<file path="src/rtl/i2c_tmp_slave_core_if.sv">
// I2C pad-side bundle for the TMP10X slave core.
// SDA is open-drain: the slave only ever pulls low through sda_oe.
interface i2c_tmp_slave_core_if;
  logic scl_i;
  logic sda_i;
  logic sda_oe;

  modport master (
    output scl_i,
    output sda_i,
    input  sda_oe
  );

  modport slave (
    input  scl_i,
    input  sda_i,
    output sda_oe
  );
endinterface

</file>
<file path="src/rtl/i2c_tmp_slave_core.sv">
// Oversampling I2C slave core for the TMP10X model: START/STOP detection,
// pin-strapped address match and pointer-register read/write protocol.
module i2c_tmp_slave_core #(
  parameter int ADDRESSLENGTH = 7,
  parameter logic [ADDRESSLENGTH-1:0] BASE_ADDR = 7'b1001000,
  parameter int NREGS = 4,
  parameter int NBYTES = 2,
  parameter logic [NREGS-1:0] RO_MASK = 4'b0001,
  parameter int SYNC_STAGES = 2,
  localparam int PW = (NREGS > 1) ? $clog2(NREGS) : 1
) (
  input  logic                  clk,
  input  logic                  rst_n,
  i2c_tmp_slave_core_if.slave   bus,
  input  logic                  add0,
  input  logic                  add1,
  output logic [PW-1:0]         ptr,
  input  logic [8*NBYTES-1:0]   rd_data,
  output logic                  wr_en,
  output logic [PW-1:0]         wr_ptr,
  output logic [8*NBYTES-1:0]   wr_data,
  output logic                  busy,
  output logic                  addr_hit
);

  localparam int SS = (SYNC_STAGES < 2) ? 2 : SYNC_STAGES;
  localparam int IW = (NBYTES > 1) ? $clog2(NBYTES) : 1;
  localparam int DW = 8 * NBYTES;

  typedef enum logic [3:0] {
    S_IDLE,
    S_ADDR,
    S_ADDR_ACK,
    S_PTR,
    S_PTR_ACK,
    S_WDATA,
    S_WDATA_ACK,
    S_RDATA,
    S_RDATA_MACK,
    S_IGNORE
  } state_e;

  logic [SS-1:0] scl_sy_q;
  logic [SS-1:0] sda_sy_q;
  logic          scl_prev_q;
  logic          sda_prev_q;
  logic          scl_s;
  logic          sda_s;
  logic          scl_rise;
  logic          scl_fall;
  logic          start_det;
  logic          stop_det;

  always_ff @(posedge clk or negedge rst_n) begin
    if (!rst_n) begin
      scl_sy_q   <= '1;
      sda_sy_q   <= '1;
      scl_prev_q <= 1'b1;
      sda_prev_q <= 1'b1;
    end else begin
      scl_sy_q   <= {scl_sy_q[SS-2:0], bus.scl_i};
      sda_sy_q   <= {sda_sy_q[SS-2:0], bus.sda_i};
      scl_prev_q <= scl_sy_q[SS-1];
      sda_prev_q <= sda_sy_q[SS-1];
    end
  end

  assign scl_s     = scl_sy_q[SS-1];
  assign sda_s     = sda_sy_q[SS-1];
  assign scl_rise  = scl_s & ~scl_prev_q;
  assign scl_fall  = ~scl_s & scl_prev_q;
  assign start_det = scl_s & scl_prev_q & sda_prev_q & ~sda_s;
  assign stop_det  = scl_s & scl_prev_q & ~sda_prev_q & sda_s;

  state_e          state_q, state_d;
  logic [3:0]      cnt_q, cnt_d;
  logic [7:0]      sh_q, sh_d;
  logic            rw_q, rw_d;
  logic [IW-1:0]   bidx_q, bidx_d;
  logic [DW-1:0]   wbuf_q, wbuf_d;
  logic            mack_q, mack_d;
  logic [PW-1:0]   ptr_q, ptr_d;
  logic            wr_en_q, wr_en_d;
  logic [PW-1:0]   wr_ptr_q, wr_ptr_d;
  logic [DW-1:0]   wr_data_q, wr_data_d;
  logic            busy_q, busy_d;
  logic            hit_q, hit_d;
  logic            sda_oe_q, sda_oe_d;

  logic [ADDRESSLENGTH-1:0] my_addr;
  logic [IW-1:0]            rd_sel;
  logic [7:0]               rd_byte;

  assign my_addr = {BASE_ADDR[ADDRESSLENGTH-1:2], add1, add0};
  assign rd_sel  = (state_q == S_ADDR_ACK) ? '0 : bidx_q;

  // Byte 0 is the most significant byte of the register
  always_comb begin
    rd_byte = '0;
    for (int k = 0; k < NBYTES; k++) begin
      if (rd_sel == IW'(k)) rd_byte = rd_data[8*(NBYTES-1-k) +: 8];
    end
  end

  always_comb begin
    state_d   = state_q;
    cnt_d     = cnt_q;
    sh_d      = sh_q;
    rw_d      = rw_q;
    bidx_d    = bidx_q;
    wbuf_d    = wbuf_q;
    mack_d    = mack_q;
    ptr_d     = ptr_q;
    wr_en_d   = 1'b0;
    wr_ptr_d  = wr_ptr_q;
    wr_data_d = wr_data_q;
    busy_d    = busy_q;
    hit_d     = 1'b0;
    sda_oe_d  = sda_oe_q;

    if (start_det) begin
      state_d  = S_ADDR;
      cnt_d    = '0;
      busy_d   = 1'b1;
      sda_oe_d = 1'b0;
    end else if (stop_det) begin
      state_d  = S_IDLE;
      busy_d   = 1'b0;
      sda_oe_d = 1'b0;
    end else begin
      unique case (state_q)
        S_IDLE: ;
        S_ADDR: begin
          if (scl_rise && cnt_q != 4'd8) begin
            sh_d  = {sh_q[6:0], sda_s};
            cnt_d = cnt_q + 4'd1;
            if (cnt_q == 4'd7) begin
              rw_d = sda_s;
              if (sh_q[ADDRESSLENGTH-1:0] == my_addr) hit_d = 1'b1;
              else state_d = S_IGNORE;
            end
          end else if (scl_fall && cnt_q == 4'd8) begin
            sda_oe_d = 1'b1;
            state_d  = S_ADDR_ACK;
          end
        end
        S_ADDR_ACK: begin
          if (scl_fall) begin
            cnt_d = '0;
            if (rw_q) begin
              sh_d     = rd_byte;
              bidx_d   = '0;
              sda_oe_d = ~rd_byte[7];
              state_d  = S_RDATA;
            end else begin
              sda_oe_d = 1'b0;
              state_d  = S_PTR;
            end
          end
        end
        S_PTR, S_WDATA: begin
          if (scl_rise && cnt_q != 4'd8) begin
            sh_d  = {sh_q[6:0], sda_s};
            cnt_d = cnt_q + 4'd1;
          end else if (scl_fall && cnt_q == 4'd8) begin
            sda_oe_d = 1'b1;
            cnt_d    = '0;
            if (state_q == S_PTR) begin
              ptr_d   = sh_q[PW-1:0];
              state_d = S_PTR_ACK;
            end else begin
              for (int k = 0; k < NBYTES; k++) begin
                if (bidx_q == IW'(k)) wbuf_d[8*(NBYTES-1-k) +: 8] = sh_q;
              end
              if (bidx_q == IW'(NBYTES-1)) begin
                bidx_d = '0;
                if (!RO_MASK[ptr_q]) begin
                  wr_en_d   = 1'b1;
                  wr_ptr_d  = ptr_q;
                  wr_data_d = wbuf_d;
                end
              end else begin
                bidx_d = bidx_q + IW'(1);
              end
              state_d = S_WDATA_ACK;
            end
          end
        end
        S_PTR_ACK: begin
          if (scl_fall) begin
            sda_oe_d = 1'b0;
            bidx_d   = '0;
            state_d  = S_WDATA;
          end
        end
        S_WDATA_ACK: begin
          if (scl_fall) begin
            sda_oe_d = 1'b0;
            state_d  = S_WDATA;
          end
        end
        S_RDATA: begin
          if (scl_rise && cnt_q != 4'd8) begin
            cnt_d = cnt_q + 4'd1;
          end else if (scl_fall) begin
            if (cnt_q == 4'd8) begin
              sda_oe_d = 1'b0;
              mack_d   = 1'b0;
              state_d  = S_RDATA_MACK;
            end else begin
              sh_d     = {sh_q[6:0], 1'b0};
              sda_oe_d = ~sh_q[6];
            end
          end
        end
        S_RDATA_MACK: begin
          if (scl_rise) begin
            if (sda_s) begin
              sda_oe_d = 1'b0;
              state_d  = S_IGNORE;
            end else begin
              mack_d = 1'b1;
              if (bidx_q == IW'(NBYTES-1)) bidx_d = '0;
              else bidx_d = bidx_q + IW'(1);
            end
          end else if (scl_fall && mack_q) begin
            sh_d     = rd_byte;
            sda_oe_d = ~rd_byte[7];
            cnt_d    = '0;
            state_d  = S_RDATA;
          end
        end
        S_IGNORE: sda_oe_d = 1'b0;
        default: begin
          state_d  = S_IDLE;
          sda_oe_d = 1'b0;
        end
      endcase
    end
  end

  always_ff @(posedge clk or negedge rst_n) begin
    if (!rst_n) begin
      state_q   <= S_IDLE;
      cnt_q     <= '0;
      sh_q      <= '0;
      rw_q      <= 1'b0;
      bidx_q    <= '0;
      wbuf_q    <= '0;
      mack_q    <= 1'b0;
      ptr_q     <= '0;
      wr_en_q   <= 1'b0;
      wr_ptr_q  <= '0;
      wr_data_q <= '0;
      busy_q    <= 1'b0;
      hit_q     <= 1'b0;
      sda_oe_q  <= 1'b0;
    end else begin
      state_q   <= state_d;
      cnt_q     <= cnt_d;
      sh_q      <= sh_d;
      rw_q      <= rw_d;
      bidx_q    <= bidx_d;
      wbuf_q    <= wbuf_d;
      mack_q    <= mack_d;
      ptr_q     <= ptr_d;
      wr_en_q   <= wr_en_d;
      wr_ptr_q  <= wr_ptr_d;
      wr_data_q <= wr_data_d;
      busy_q    <= busy_d;
      hit_q     <= hit_d;
      sda_oe_q  <= sda_oe_d;
    end
  end

  assign bus.sda_oe = sda_oe_q;
  assign ptr        = ptr_q;
  assign wr_en      = wr_en_q;
  assign wr_ptr     = wr_ptr_q;
  assign wr_data    = wr_data_q;
  assign busy       = busy_q;
  assign addr_hit   = hit_q;

endmodule

</file>
<file path="src/flat_wrapper.sv">
// flat-port wrapper written by rule: the top's interface ports become plain ports
module i2c_tmp_slave_core_flat 
#(
  parameter int ADDRESSLENGTH = 7,
  parameter logic [ADDRESSLENGTH-1:0] BASE_ADDR = 7'b1001000,
  parameter int NREGS = 4,
  parameter int NBYTES = 2,
  parameter logic [NREGS-1:0] RO_MASK = 4'b0001,
  parameter int SYNC_STAGES = 2,
  localparam int PW = (NREGS > 1) ? $clog2(NREGS) : 1
)
  (clk, rst_n, add0, add1, ptr, rd_data, wr_en, wr_ptr, wr_data, busy, addr_hit, bus_scl_i, bus_sda_i, bus_sda_oe);
  i2c_tmp_slave_core_if bus_i ();
  input  logic clk;
  input  logic rst_n;
  input  logic add0;
  input  logic add1;
  output logic [PW-1:0] ptr;
  input  logic [8*NBYTES-1:0] rd_data;
  output logic wr_en;
  output logic [PW-1:0] wr_ptr;
  output logic [8*NBYTES-1:0] wr_data;
  output logic busy;
  output logic addr_hit;
  input wire logic [$bits(bus_i.scl_i)-1:0] bus_scl_i;
  input wire logic [$bits(bus_i.sda_i)-1:0] bus_sda_i;
  output wire logic [$bits(bus_i.sda_oe)-1:0] bus_sda_oe;
  assign bus_i.scl_i = bus_scl_i;
  assign bus_i.sda_i = bus_sda_i;
  assign bus_sda_oe = bus_i.sda_oe;
  i2c_tmp_slave_core #(.ADDRESSLENGTH(ADDRESSLENGTH), .BASE_ADDR(BASE_ADDR), .NREGS(NREGS), .NBYTES(NBYTES), .RO_MASK(RO_MASK), .SYNC_STAGES(SYNC_STAGES)) u_core (.clk(clk), .rst_n(rst_n), .bus(bus_i), .add0(add0), .add1(add1), .ptr(ptr), .rd_data(rd_data), .wr_en(wr_en), .wr_ptr(wr_ptr), .wr_data(wr_data), .busy(busy), .addr_hit(addr_hit));
endmodule
</file>
<file path="config.mk">
export PLATFORM = sky130hd
export DESIGN_NAME = i2c_tmp_slave_core_flat
export DESIGN_NICKNAME = d
export VERILOG_FILES = /design/src/rtl/i2c_tmp_slave_core_if.sv /design/src/rtl/i2c_tmp_slave_core.sv /design/src/flat_wrapper.sv
export SDC_FILE = /design/constraint.sdc
export NUM_CORES = 1
export LEC_CHECK = 0
export CORE_MARGIN = 2
export CORE_UTILIZATION = 55
export DETAILED_ROUTE_END_ITERATION = 8
export PLACE_DENSITY = 0.78
export SLEW_MARGIN = 0
export SYNTH_ARGS = -nofsm -noshare
export SYNTH_HDL_FRONTEND = slang
export SYNTH_SLANG_ARGS = --single-unit
</file>
<file path="constraint.sdc">
create_clock -name clk -period 2.6 [get_ports clk]
set_input_delay 0.65 -clock clk [delete_from_list [all_inputs] [get_ports clk]]
set_output_delay 0.65 -clock clk [all_outputs]
set_load 0.05 [all_outputs]
</file>
# Yosys cells after proc, flatten, opt, wreduce, memory -nomap -nowiden
# Index checks and enable logic that the tools add are counted.
# op_classes
addsub	2
magnitude_cmp	1
eq_ne	50
mux	88
bitwise_logic	18
n_reduce_logical	24
# ops
cell	count
two-way mux 4 bit	24
two-way mux 8 bit	11
two-way mux 1 bit	44
one-hot mux 8 bit (4 select lines)	1
!= test 4 x 1 -> 1 bit (second input constant)	7
one-hot mux 4 bit (7 select lines)	1
AND reduction 11 bit	2
== test 4 x 3 -> 1 bit (second input constant)	5
!= test 2 x 1 -> 1 bit (second input constant)	10
one-hot mux 4 bit (4 select lines)	1
AND reduction 8 bit	2
!= test 3 x 1 -> 1 bit (second input constant)	5
AND reduction 13 bit	1
== test 4 bit (second input constant)	3
!= test 2 bit (second input constant)	6
!= test 4 x 2 -> 1 bit (second input constant)	3
AND reduction 6 bit	2
inverter 1 bit	11
!= test 5 x 1 -> 1 bit (second input constant)	2
AND reduction 9 bit	1
== test 4 x 2 -> 1 bit (second input constant)	2
nonzero test 4 bit	2
OR reduction 2 bit	4
AND 1 bit	7
other kinds (23)	26
# word_totals
reg_bits	65
inputBits	22
output_inout_bits	24
wordCells	201

# Logic depth before layout (Yosys ltp)
# Gate-level depths: netlist (run 1).
# logic_depth
word_depth	10
mapped_depth	8
mapped_depth_nobuf	8

# Worst setup path before layout (run 1)
# OpenSTA, ideal clock, no wires.
# synth_timing
path_kind	register to register
start	register u_core.sda_sy_q[1]
end	register u_core.sh_q[0]
setup_time_ns	0.125
arrival_time_ns	1.923
t_required_ns	2.475
setup_slack_ns	0.552
stages_incl_launch_ff	7
n_path_buf	1
period_less_slack_ns	2.048
cell_sequence	dfstp_2 buf_2 xor2_1 nand3_1 o21ai_1 a2111oi_4 mux2_2
# synth_between
elab_chain_cells	4
word_cells_on_any_way	8
classes_between	mux: 2; bitwise: 5; reduce/logical: 1
# synth_lines
element	line	text
start: declaration	i2c_tmp_slave_core.sv:44	logic [SS-1:0] sda_sy_q;
start signal: assignment	i2c_tmp_slave_core.sv:62	sda_sy_q <= {sda_sy_q[SS-2:0], bus.sda_i};
inverter 1 bit	i2c_tmp_slave_core.sv:72	assign start_det = scl_s & scl_prev_q & sda_prev_q & ~sda_s;
AND 1 bit	i2c_tmp_slave_core.sv:72	
inverter 1 bit (no source line)	--	
AND reduction 11 bit (no source line)	--	
end signal: assignment	i2c_tmp_slave_core.sv:246	sh_q <= '0;
end signal: assignment	i2c_tmp_slave_core.sv:261	sh_q <= sh_d;
end: declaration	i2c_tmp_slave_core.sv:77	logic [7:0] sh_q, sh_d;
# Parallel ways exist; a longest one is shown, timed or not. The select of a mux whose other input is x is not followed.
# A chain may end at the register's enable or synchronous reset.

# Worst setup path after layout (run 1)
# layout_timing
start	register u_core.state_q[0]
end	register u_core.sh_q[6]
# layout_between
elab_chain_cells	6
word_cells_on_any_way	24
classes_between	eq/ne: 14; mux: 7; reduce/logical: 3
# layout_lines
element	line	text
start: declaration	i2c_tmp_slave_core.sv:75	state_e state_q, state_d;
start signal: assignment	i2c_tmp_slave_core.sv:259	state_q <= state_d;
== test 4 x 2 -> 1 bit	i2c_tmp_slave_core.sv:95, i2c_tmp_slave_core.sv:131	
two-way mux 1 bit	i2c_tmp_slave_core.sv:95	assign rd_sel = (state_q == S_ADDR_ACK) ? '0 : bidx_q;
two-way mux 8 bit	i2c_tmp_slave_core.sv:101	if (rd_sel == IW'(k)) rd_byte = rd_data[8*(NBYTES-1-k) +: 8];
two-way mux 8 bit (on tied branches)	i2c_tmp_slave_core.sv:226, i2c_tmp_slave_core.sv:150	
two-way mux 8 bit (on tied branches)	i2c_tmp_slave_core.sv:217, i2c_tmp_slave_core.sv:148	
one-hot mux 8 bit (4 select lines)	i2c_tmp_slave_core.sv:131	unique case (state_q)
# Parallel ways exist; a longest one is shown, timed or not. The select of a mux whose other input is x is not followed.

==> flow_summary.toml, run 1 <==
[die]
die-height_um = 83.8
die_area_mm2 = 0.00702
core_mm2 = 0.00624
start_util_pct = 56.1
placementRows = 29
ios = 46
die_w_um = 83.8

[placement]
gp_congestion = 0.958
numPortBuffers = 45
dpl.hpwl_mm = 5.33
dpl_cell_area_mm2 = 0.00406

[synth]
yosysTopAreaCell = "dfrtp_1"
synthTopCellsByArea = "dfrtp_1 42%, mux2_2 10%, mux2i_1 6.9%, o21ai_0 5.9%, dfstp_2 4.5%"
synth_top_family_by_area = "multiplexers"
synth_edf_count = 0
synth-compound-area-share_pct = 14.9
synth_area_mm2 = 0.00350
syn-instance-count = 329
syn_avg_cell_area_um2 = 10.6
yosysTopAreaCellShare_pct = 42.1
synthArstFlopShare_pct = 100
muxShareOfSynthArea_pct = 17.1
ys_seq_elements = 65
yosys.area_share.simple_pct = 15.4
synth_xor_area_share_pct = 1.00
ys_seq_area_share_pct = 46.6
synth_adder_area_share_pct = 0.714
syn_nets = 353
yosysWarnings = 0
ys_types = 60
ys.flop_type = "dfrtp_1"

[clocking]
postCtsSetupRepairBufs = 0
clock_sinks = 65
clkTransAtPathRegs_ps = 70
hold_buffers = 0
worstSkewPairLatency_ps = 350
clock_path_buffers = 2
post_cts_resized = 0
h-tree-depth = 3
tritoncts = "done"
cts_root_buf = "clkbuf_8"
numCtsBuffers = 9

[grt]
grt_usage_pct = 23.6
grt_pass1_wl_mm = 13.1
grt_overflow = 0
grt_max_degree = 66
grt_pass1_vias = 2647
antenna_found_initial = 0

[detailed_routing]
antenna_left = 0
routed_wl_mm = 7.78
via_per_inst = 6.02
initialDrtViolationCount = 314
vias = 2794
avgRoutedWirePerCell_um = 16.8
drc = 0
dr.pass1.iters = 5

[layout]
final_nets = 406
fillers = 501
ff_latch_area_mm2 = 0.00163
multi_input_area_mm2 = 0.00173
diodes = 0
layout_common_cells = "59 x dfrtp_1, 44 x clkdlybuf4s50_1, 41 x o21ai_0"
final_common_cell = "dfrtp_1"
drive_above_1_share_pct = 21.4
areaGrowthSynthToFinish_pct = 22.3
final_area_mm2 = 0.00428
final_util_pct = 68.6

[outcome]
outcome = "completed"

[setup_path]
cp_slowest_cell = "dfrtp_1"
cp_cell_sequence = "nor4b_4, o21ai_1, a2111oi_4, buf_4, mux2_2"
worstPathArrival_ps = 2550
setup.worst_path.start = "u_core.state_q[0]"
worst-path-max-fanout = 17
start_kind = "flip-flop"
critPathRequiredTime_ps = 2830
critPathCaptureType = "flip-flop"
setup.worst_path.class = "flip-flop to flip-flop"
r2r_start = "u_core.state_q[0]"
max_stage_delay_ps = 620

[sta]
maxSlewHeadroom_pct = 54.4
slew_violations = 0
rsz0062_at_grt = "no"
worstMarginPinSlew_ps = 685
max_freq_ghz = 0.430
setup_viol = 0
fin_crit_ps = 2320
fin_skew_ps = 10.8
fin_tns_setup_ps = 0
post-route-period-util_pct = 89.4
hold_viol_final = 0

[pwr]
p_leak_uw = 0.00185
peakVddDrop_mv = 0.648
power_density_mw_per_mm2 = 936
finalPower_uw = 4010

[flow_run]
maxCapViolations = 0

[hold_path]
hold_path.class = "input pin to asynchronous set/reset pin"
-- registers in the layout (all words and copies together) (netlist names), 2 cells and up --
name / count
u_core.wr_data: 16
u_core.wbuf_q: 16
u_core.ptr: 2
u_core.state_q: 4
u_core.sda_sy_q: 2
u_core.scl_sy_q: 2
u_core.sh_q: 8
u_core.wr_ptr: 2
u_core.cnt_q: 4
-- synth_stat cells, types with 2 or more instances --
cell type	instances
a211o_1	2
a21o_1	2
a21oi_1	9
a31oi_1	3
buf_2	3
buf_6	3
clkbuf_1	6
clkbuf_2	3
clkbuf_8	2
dfrtp_1	59
dfstp_2	6
ha_1	2
inv_1	6
mux2_2	31
mux2i_1	24
nand2_1	40
nand2b_1	3
nand3_1	10
nand4_1	3
nor2_1	13
nor2b_1	5
nor3_1	5
o21ai_0	41
o21ai_1	3
o22ai_1	2
o31ai_1	5
or3_1	3
xnor2_1	2
xor2_1	2
-- through the flow --
step | hold WS (ps) | instances | setup WS (ps)
4_1_cts | 308 | 464 | 309
3_5_place_dp | 347 | 448 | 260
5_1_grt | 328 | 464 | 160
6_report | 293 | 464 | 275
3_3_place_gp | 346 | 448 | 278
2_1_floorplan | 345 | 329 | 552
-- layer usage --
metal | wire (um) | up-vias | GRT usage, % | share of wire (%)
met3 | 484 | 24 | 4.45 | 6.2
met1 | 3680 | 1351 | 34.5 | 47
met5 | 0 | - | 0 | 0
li1 | - | 1295 | - | -
met4 | 161 | 0 | 10.3 | 2.1
met2 | 3450 | 124 | 34.3 | 44
-- kinds of logic (layout without fill, tap and decap cells) --
| kind of cell | count (synthesis) | in the layout |
|---|---|---|
| AO/OA/AOI/OAI | 80 | 80 |
| multiplexers | 56 | 56 |
| flip-flops | 65 | 65 |
| XOR/XNOR | 4 | 4 |
| buffers and inverters | 25 | 83 |
| adder cells (fa/ha/maj) | 2 | 2 |
| AND/OR/NAND/NOR | 97 | 97 |
-- final cells by class --
cell class	count	share of cell area (%)
multi-input combinational	239	40.3
sequential	65	38.1
timing repair buffer	61	13.5
clock buffer	11	3.30
tap	77	2.25
clock inverter	5	1.99
inverter	6	0.526
-- power by group --
part / internal [uW] / switching [uW] / leakage, uW
Combinational: 755 / 807 / 0.000875
Clock: 573 / 417 / 0.000111
Sequential: 1150 / 312 / 0.000863
-- critical path: cells and delay by family (launching register included) --
kind | cells | cell delay [ps]
DFF | 1 | 620
AOI/OAI and AO/OA | 2 | 530
and+or+nand+nor | 1 | 480
muxes | 1 | 350
buffers and inverters | 1 | 230
-- final timing paths --
kind	endpoint	slack [ps]	cells past startpoint
max in group asynchronous	u_core.scl_sy_q[0]	2010	2
min in group clk	u_core.scl_sy_q[1]	360	0
worst min register to register	u_core.scl_sy_q[1]	360	0
worst min-delay path	u_core.busy	290	2
worst max register to register	u_core.sh_q[6]	280	5
worst max-delay path	u_core.sh_q[6]	280	5
No activity file was read; power rests on OpenSTA's default activity.
==> run 2: changes to the inputs <==
--- a/config.mk
+++ b/config.mk
@@ -6,9 +6,10 @@
 export NUM_CORES = 1
 export LEC_CHECK = 0
 export CORE_MARGIN = 2
-export CORE_UTILIZATION = 55
+export CORE_UTILIZATION = 57
+export CTS_BUF_LIST = sky130_fd_sc_hd__clkbuf_8
 export DETAILED_ROUTE_END_ITERATION = 8
-export PLACE_DENSITY = 0.78
+export PLACE_DENSITY = 0.8
 export SLEW_MARGIN = 0
 export SYNTH_ARGS = -nofsm -noshare
 export SYNTH_HDL_FRONTEND = slang
==> run 2 against run 1 <==
Register-to-register slack better by 50 ps. Critical path depth unchanged. Power down 0.74%. Routed wire length up 2.9%. First-iteration DRC count down 13%. Hold slack better by 9.5 ps. Clock power about the same. Core utilization up 3.9 points. Die area down 3.3%. Sequential share of layout area down 0.12 points.
==> flow_summary.toml, run 2 (synthesis results as in run 1) <==
[grt]
grt_max_degree = 66
grt_overflow = 0
grt_pass1_vias = 2573
grt_pass1_wl_mm = 12.9
grt_usage_pct = 25.6
antenna_found_initial = 0

[detailed_routing]
dr.pass1.iters = 6
initialDrtViolationCount = 272
avgRoutedWirePerCell_um = 17.2
routed_wl_mm = 8.00
vias = 2815
drc = 0
antenna_left = 0
via_per_inst = 6.07

[clocking]
cts_root_buf = "clkbuf_8"
numCtsBuffers = 9
tritoncts = "done"
post_cts_resized = 0
clock_path_buffers = 2
h-tree-depth = 3
hold_buffers = 0
postCtsSetupRepairBufs = 0
clock_sinks = 65
worstSkewPairLatency_ps = 350
clkTransAtPathRegs_ps = 80

[setup_path]
worst-path-max-fanout = 13
setup.worst_path.class = "flip-flop to flip-flop"
critPathRequiredTime_ps = 2820
rrSetupSlack_ps = 320
start_kind = "flip-flop"
worstPathArrival_ps = 2500
r2r_start = "u_core.state_q[0]"
r2r_end = "u_core.sh_q[4]"
reg2reg_depth = 5
critPathCaptureType = "flip-flop"

[sta]
slew_violations = 0
fin_tns_setup_ps = 0
max_freq_ghz = 0.439
post-route-period-util_pct = 87.5
fin_crit_ps = 2280
rsz0062_at_grt = "no"
hold_viol_final = 0
maxSlewHeadroom_pct = 65.3
fin_skew_ps = 13.7
setup_viol = 0
worstMarginPinSlew_ps = 521

[placement]
gp_congestion = 0.958
dpl.hpwl_mm = 5.53
numPortBuffers = 45

[pwr]
p_leak_uw = 0.00187
clock_power_share_pct = 24.9
sw_frac_of_total_pct = 38.4
p_int_uw = 2450
power_frac_comb_pct = 38.6
power_density_mw_per_mm2 = 926
switchingPower_uw = 1530
seqPwrFrac_pct = 36.4
finalPower_uw = 3980
peakVddDrop_mv = 0.591

[die]
ios = 46
core_mm2 = 0.00592
start_util_pct = 59.2
die_area_mm2 = 0.00679
placementRows = 28
die_w_um = 82.4
die-height_um = 82.4

[layout]
drive_above_1_share_pct = 21.9
diodes = 0
final_common_cell = "dfrtp_1"
areaGrowthSynthToFinish_pct = 22.7
fillers = 421
final_nets = 408
layout_common_cells = "59 x dfrtp_1, 44 x clkdlybuf4s50_1, 41 x o21ai_0"

[outcome]
outcome = "completed"

[flow_run]
maxCapViolations = 0

[hold_path]
hold_path.class = "input pin to asynchronous set/reset pin"
[run 2: final cells by class]
class / count / area, um^2 / area share (%)
clock buffers: 10 / 138 / 3.20
clock inverters: 6 / 90.1 / 2.10
inverters: 6 / 22.5 / 0.524
multi-input cells: 239 / 1730 / 40.2
flip-flops and latches: 65 / 1630 / 38.0
well taps: 75 / 93.8 / 2.18
repair buffers: 63 / 593 / 13.8
[run 2: worst max path at each step]
| stage | start | end | slack [ps] | cells past startpoint |
|---|---|---|---|---|
| after global routing | u_core.cnt_q[0] | u_core.wbuf_q[2] | 220 | 6 |
| final | u_core.state_q[0] | u_core.sh_q[4] | 320 | 5 |
| after detailed placement | add0 | u_core.state_q[2] | 260 | 7 |
| after CTS | u_core.cnt_q[0] | u_core.wbuf_q[14] | 330 | 8 |
| after global placement | add1 | u_core.state_q[2] | 300 | 7 |
| after floorplan | u_core.sda_sy_q[1] | u_core.sh_q[0] | 550 | 6 |
[run 2: power groups by stage]
| stage | Clock, uW | Combinational (uW) | Sequential (uW) |
|---|---|---|---|
| finish | 993 | 1540 | 1450 |
| detailed placement | 0 | 1510 | 1460 |
| CTS | 1010 | 1530 | 1440 |
| floorplan | 0 | 1300 | 1290 |
| global placement | 0 | 1490 | 1450 |
| global route | 1050 | 1670 | 1480 |
[run 2: through the flow]
step,instances,instance area (um^2),hold WS [ps],utilization (%),setup WS (ps)
final,464,4300,303,72.6,324
after global placement,448,4070,346,68.7,297
after CTS,464,4300,312,72.6,327
after global routing,464,4300,333,72.6,217
after floorplan,329,3500,345,-,552
after detailed placement,448,4070,347,68.7,261
[run 2: per-layer routing]
layer	vias to the layer above	GRT usage, %	share of wire (%)	wire length (um)
met1	1355	36.7	44	3510
met2	130	38.4	47	3770
met3	22	4.24	6.5	523
li1	1308	-	-	-
met4	0	11.0	2.5	199
met5	-	0	0	0
[run 2: critical path, cell delays in order, from the launching register on]
cell       delay (ps)
dfrtp_1           570
nor4b_4           470
o21ai_1           200
a2111oi_4         340
buf_4             220
mux2_2            340
